**config.mk**
```make
export PLATFORM = sky130hd
export DESIGN_NAME = pipe_stage_hs
export DESIGN_NICKNAME = d
export VERILOG_FILES = /design/src/rtl/pipe_stage_hs.sv
export SDC_FILE = /design/constraint.sdc
export NUM_CORES = 1
export LEC_CHECK = 0
export CAP_MARGIN = 10
export CORE_MARGIN = 1.5
export CORE_UTILIZATION = 55
export CTS_BUF_LIST = sky130_fd_sc_hd__clkbuf_4 sky130_fd_sc_hd__clkbuf_8
export DETAILED_ROUTE_END_ITERATION = 7
export PLACE_DENSITY_LB_ADDON = 0.05
export SYNTH_ARGS = -nofsm -noshare
export SYNTH_HDL_FRONTEND = slang
export SYNTH_SLANG_ARGS = --single-unit
```
**constraint.sdc**
```tcl
create_clock -name clk -period 2 [get_ports clk]
set_input_delay 0.3 -clock clk [delete_from_list [all_inputs] [get_ports clk]]
set_output_delay 0.3 -clock clk [all_outputs]
set_load 0.01 [all_outputs]
```
**src/rtl/pipe_stage_hs.sv**
```systemverilog
// pipe_stage_hs: reusable pipeline stage register with valid/ready handshake,
// synchronous flush and an optional 2-entry skid buffer.
//
// Parameters:
//   WIDTH      payload width in bits
//   NOP_VALUE  payload presented whenever the stage holds no valid beat
//   SKID       1 = registered in_ready with 2-entry skid buffer
//              0 = single register, combinational in_ready
//
// Ports:
//   clk        clock, all state updates on rising edge
//   rst        synchronous active-high reset
//   flush      synchronous; discards all held beats
//   in_valid   upstream beat valid
//   in_ready   stage can accept a beat this cycle
//   in_data    upstream payload
//   out_valid  stage presents a valid beat
//   out_ready  downstream accepts
//   out_data   payload, NOP_VALUE whenever out_valid = 0
//   occupancy  beats held: 0, 1 or 2
module pipe_stage_hs #(
    parameter int unsigned      WIDTH     = 32,
    parameter logic [WIDTH-1:0] NOP_VALUE = '0,
    parameter bit               SKID      = 1'b1
) (
    input  logic             clk,
    input  logic             rst,
    input  logic             flush,
    input  logic             in_valid,
    output logic             in_ready,
    input  logic [WIDTH-1:0] in_data,
    output logic             out_valid,
    input  logic             out_ready,
    output logic [WIDTH-1:0] out_data,
    output logic [1:0]       occupancy
);

    // Encoding doubles as the occupancy count.
    typedef enum logic [1:0] {
        EMPTY     = 2'd0,
        FULL      = 2'd1,
        SKID_FULL = 2'd2
    } state_e;

    state_e           state_q, state_d;
    logic [WIDTH-1:0] main_q, main_d;
    logic [WIDTH-1:0] skid_q, skid_d;
    logic             in_fire;
    logic             out_fire;

    assign out_valid = (state_q != EMPTY);
    // main_q is reloaded with NOP_VALUE whenever the stage empties, so it
    // can drive out_data directly without a bubble mux.
    assign out_data  = main_q;
    assign occupancy = state_q;

    generate
        if (SKID) begin : g_skid_ready
            // Depends only on registered state: no path from out_ready.
            assign in_ready = (state_q != SKID_FULL);
        end else begin : g_comb_ready
            assign in_ready = ~out_valid | out_ready;
        end
    endgenerate

    assign in_fire  = in_valid & in_ready;
    assign out_fire = out_valid & out_ready;

    always_comb begin
        state_d = state_q;
        main_d  = main_q;
        skid_d  = skid_q;

        unique case (state_q)
            EMPTY: begin
                if (in_fire) begin
                    state_d = FULL;
                    main_d  = in_data;
                end
            end
            FULL: begin
                if (in_fire && out_fire) begin
                    main_d = in_data;
                end else if (in_fire && SKID) begin
                    // Downstream stalled while a beat arrived: park it
                    // behind the main beat so ordering is preserved.
                    state_d = SKID_FULL;
                    skid_d  = in_data;
                end else if (out_fire) begin
                    state_d = EMPTY;
                    main_d  = NOP_VALUE;
                end
            end
            SKID_FULL: begin
                if (out_fire) begin
                    state_d = FULL;
                    main_d  = skid_q;
                    skid_d  = NOP_VALUE;
                end
            end
            default: begin
                state_d = EMPTY;
                main_d  = NOP_VALUE;
                skid_d  = NOP_VALUE;
            end
        endcase

        // Flush overrides the handshake result: an outgoing beat still
        // counts as delivered, an incoming one is dropped.
        if (flush) begin
            state_d = EMPTY;
            main_d  = NOP_VALUE;
            skid_d  = NOP_VALUE;
        end
    end

    always_ff @(posedge clk) begin
        if (rst) begin
            state_q <= EMPTY;
            main_q  <= NOP_VALUE;
            skid_q  <= NOP_VALUE;
        end else begin
            state_q <= state_d;
            main_q  <= main_d;
            skid_q  <= skid_d;
        end
    end

endmodule

```
==> out/metrics.csv, run 1 <==
stage,metric,value,unit
status,status,completed,
place,gp_congestion,0.774,
die,die-area,5770,um^2
layout,fill_cells,384,
critical_path,endpoint_kind,output port,
die,rows,26,
layout,area_delta_synth_final,34.9,%
place,dp_hpwl,5010,um
global_routing,gr-total-overflow,0,
place,dpl_cell_area,3770,um^2
power,switching_share,0.242,
drt,vias_per_cell,5.93,
die,ios,73,
clock_tree,post_cts_buffers,0,
power,powerDensity,687,nW/um^2
layout,final_layout_size_suffix_gt1_frac,0.106,
power,p_leak,1.24,nW
yosys,avgSynthCellArea,8.53,um^2
yosys,synth-compound-area-share,0.191,
power,power_frac_seq,0.502,
clock_tree,root_buffer,clkbuf_8,
critical_path,worstPathArrival,1.59,ns
global_routing,antenna_found_initial,0,
clock_tree,postCtsHoldBufs,0,
drt,drc_errors,0,
yosys,synth_area_leaders,"dfxtp_1 45%, nand2_1 12%, a221o_1 11%, nand3b_1 8.2%, a31oi_1 6.8%",
global_routing,use_met3,0.0614,
clock_tree,clk_pin_slew,0.07,ns
drt,first_iter_violations,234,
global_routing,met2_usage,0.457,
timing,hold_violations,0,
power,pwr-share-clk,0.375,
yosys,netlist_instances,343,
critical_path,path_cells,"buf_4, or2_2, clkdlybuf4s50_1",
die,coreArea,5110,um^2
power,combPwrFrac,0.123,
critical_path,cp_top_family,buffers and inverters,
layout,regArea,1320,um^2
power,net-switching-power,0.658,mW
yosys,synth_area,2930,um^2
layout,antenna_cells,0,
global_routing,grt_max_degree,37,
drt,firstDrtPassIters,4,
yosys,yosys_warnings,0,
timing,setup_viol,0,
yosys,ys_types,24,
yosys,synth_xor_area_frac,0,
critical_path,cp_slowest_stage_delay,0.48,ns
clock_tree,htree_levels,3,
die,start_util,0.573,
global_routing,grt_usage,0.276,
critical_path,worstSetupPathType,reg -> out,
yosys,yosys.area.top_type,dfxtp_1,
critical_path,cp-start-kind,flip-flop,
global_routing,met1_usage,0.356,
global_routing,grt-busiest-layer,met2,
timing,final_max_slew_viol_count,0,
timing,worst_clock_skew,0.00606,ns
timing,finalCritPeriodShare,0.945,
power,total_power,2.71,mW
place,dp_cells,470,
timing,fmax,0.529,GHz
layout,final_area,3950,um^2
layout,multi_input_area,1450,um^2
yosys,synth_fa_ha_area_frac,0,
flow_run,cap_violations,0,
yosys,syn_nets,380,
yosys,muxShareOfSynthArea,0.00727,
drt,ant_nets,0,
yosys,yosysSeqAreaShare,0.451,
clock_tree,cts_made_buffers,9,
timing,fin_tns_setup,0,ns
drt,wirelength,7720,um
die,die_width,75.9,um
timing,slew_headroom,0.764,
power,peakVddDrop,0.551,mV
critical_path,critPathSlowestCell,clkdlybuf4s50_1,
worst_hold_path,hold_path.class,reg -> reg,
yosys,yosysTopAreaCellShare,0.451,
global_routing,grt_pass1_wl,13000,um
timing,period_needed,1.89,ns
critical_path,cp_max_fo,6,
clock_tree,cts_buffer_depth,2,
layout,layout.nets,448,
drt,vias,2877,
yosys,yosys.area_share.simple,0.289,
yosys,ys_seq_elements,66,
yosys,synth_top_family_by_area,simple AND/OR/NAND/NOR gates,
critical_path,path_buf_inv,2,
critical_path,crit_required,1.70,ns
clock_tree,clock_latency,0.34,ns
timing,rsz0062_at_grt,false,
global_routing,grt_pass1_vias,2723,
timing,worstMarginPinSlew,0.354,ns
layout,stdcell_count,485,
place,portBuffers,72,
clock_tree,cts_tree,built,
die,chipHeight,75.9,um
power,intPower,2.06,mW
drt,routedWlPerCell,15.9,um
timing,holdWs,0.487,ns
clock_tree,numClockSinks,66,
## stage by stage
| step | setup slack, ns | utilization |
|---|---|---|
| after floorplan | 0.582 | - |
| after global placement | 0.131 | 0.738 |
| after detailed placement | 0.0219 | 0.738 |
| after CTS | 0.0160 | 0.773 |
| after global routing | 0.0588 | 0.773 |
| final | 0.110 | 0.773 |
## timing repair
item,in CTS,in global routing
setup endpoints to repair,0,1
gates resized for setup,0,1
hold endpoints to repair,0,0
## metal layers
metal,up-vias,routed length [um]
met5,-,0
met4,0,164
met1,1375,3360
li1,1378,-
met2,105,3760
met3,19,439
## cell type report
| type | instances | share of cell area |
|---|---|---|
| sequential | 66 | 0.335 |
| tap | 70 | 0.0222 |
| multi-input combinational | 242 | 0.368 |
| clock buffer | 13 | 0.0421 |
| clock inverter | 2 | 0.00317 |
| timing repair buffer | 92 | 0.230 |
## kinds of logic (layout without fill, tap and decap cells)
group,Yosys count,after routing
compound gates,68,68
buf+inv,35,107
flops,66,66
mux,2,2
simple gates,172,172
## cells in the mapped netlist
master	count
nand3b_1	32
nor3b_2	1
or2_1	1
o32ai_1	1
nand2b_1	2
a221o_1	32
nor3_1	32
a21oi_1	2
nand2_1	97
a31oi_1	32
mux2i_1	1
nor4bb_1	1
o22ai_4	1
buf_2	14
or3_4	1
nor2_1	1
buf_1	4
nor2b_1	2
clkbuf_1	13
mux2_2	1
buf_6	4
or3_1	1
dfxtp_1	66
or2_2	1
## worst register-to-register path, cell delays in order, from the launching register on
cell     delay (ns)
dfxtp_1        0.40
buf_4          0.17
mux2_2         0.36
o22ai_4        0.21
buf_4          0.24
a221o_1        0.17
## flip-flops by register name, summed over array words and instances (netlist names)
signal	flops
occupancy	2
out_data	32
skid_q	32
## power by group through the flow
stage	logic (mW)	clock network (mW)	registers (mW)
detailed placement	0.331	0	1.39
finish	0.334	1.02	1.36
global placement	0.328	0	1.39
floorplan	0.132	0	1.40
global route	0.356	1.09	1.37
CTS	0.333	1.03	1.36
## worst paths after layout
kind | end | from | slack, ns | cells after the start
setup / recovery | out_valid | occupancy[0] | 0.11 | 3
hold / removal | out_data[29] | out_data[29] | 0.49 | 1
setup reg to reg | out_data[13] | occupancy[0] | 0.40 | 5
hold reg to reg | out_data[29] | out_data[29] | 0.49 | 1
## cells in the final DEF, fill, tap and decap left out, drive strengths merged
master	instances
nand2	97
clkdlybuf4s50	72
dfxtp	66
nor3	32
a221o	32
nand3b	32
a31oi	32
buf	20
clkbuf	13
or2	2
nor2b	2
a21oi	2
nand2b	2
or3	2
nor3b	1
mux2	1
o22ai	1
nor4bb	1
nor2	1
mux2i	1
o32ai	1
clkinv	1
clkinvlp	1
Power figures use the tool's default switching activity.
==> run 2: changes to the inputs <==
- SKIP_LAST_GASP: default -> 1
==> results of run 2 <==
The final DEF is identical to that of run 1; final timing and power are the same.
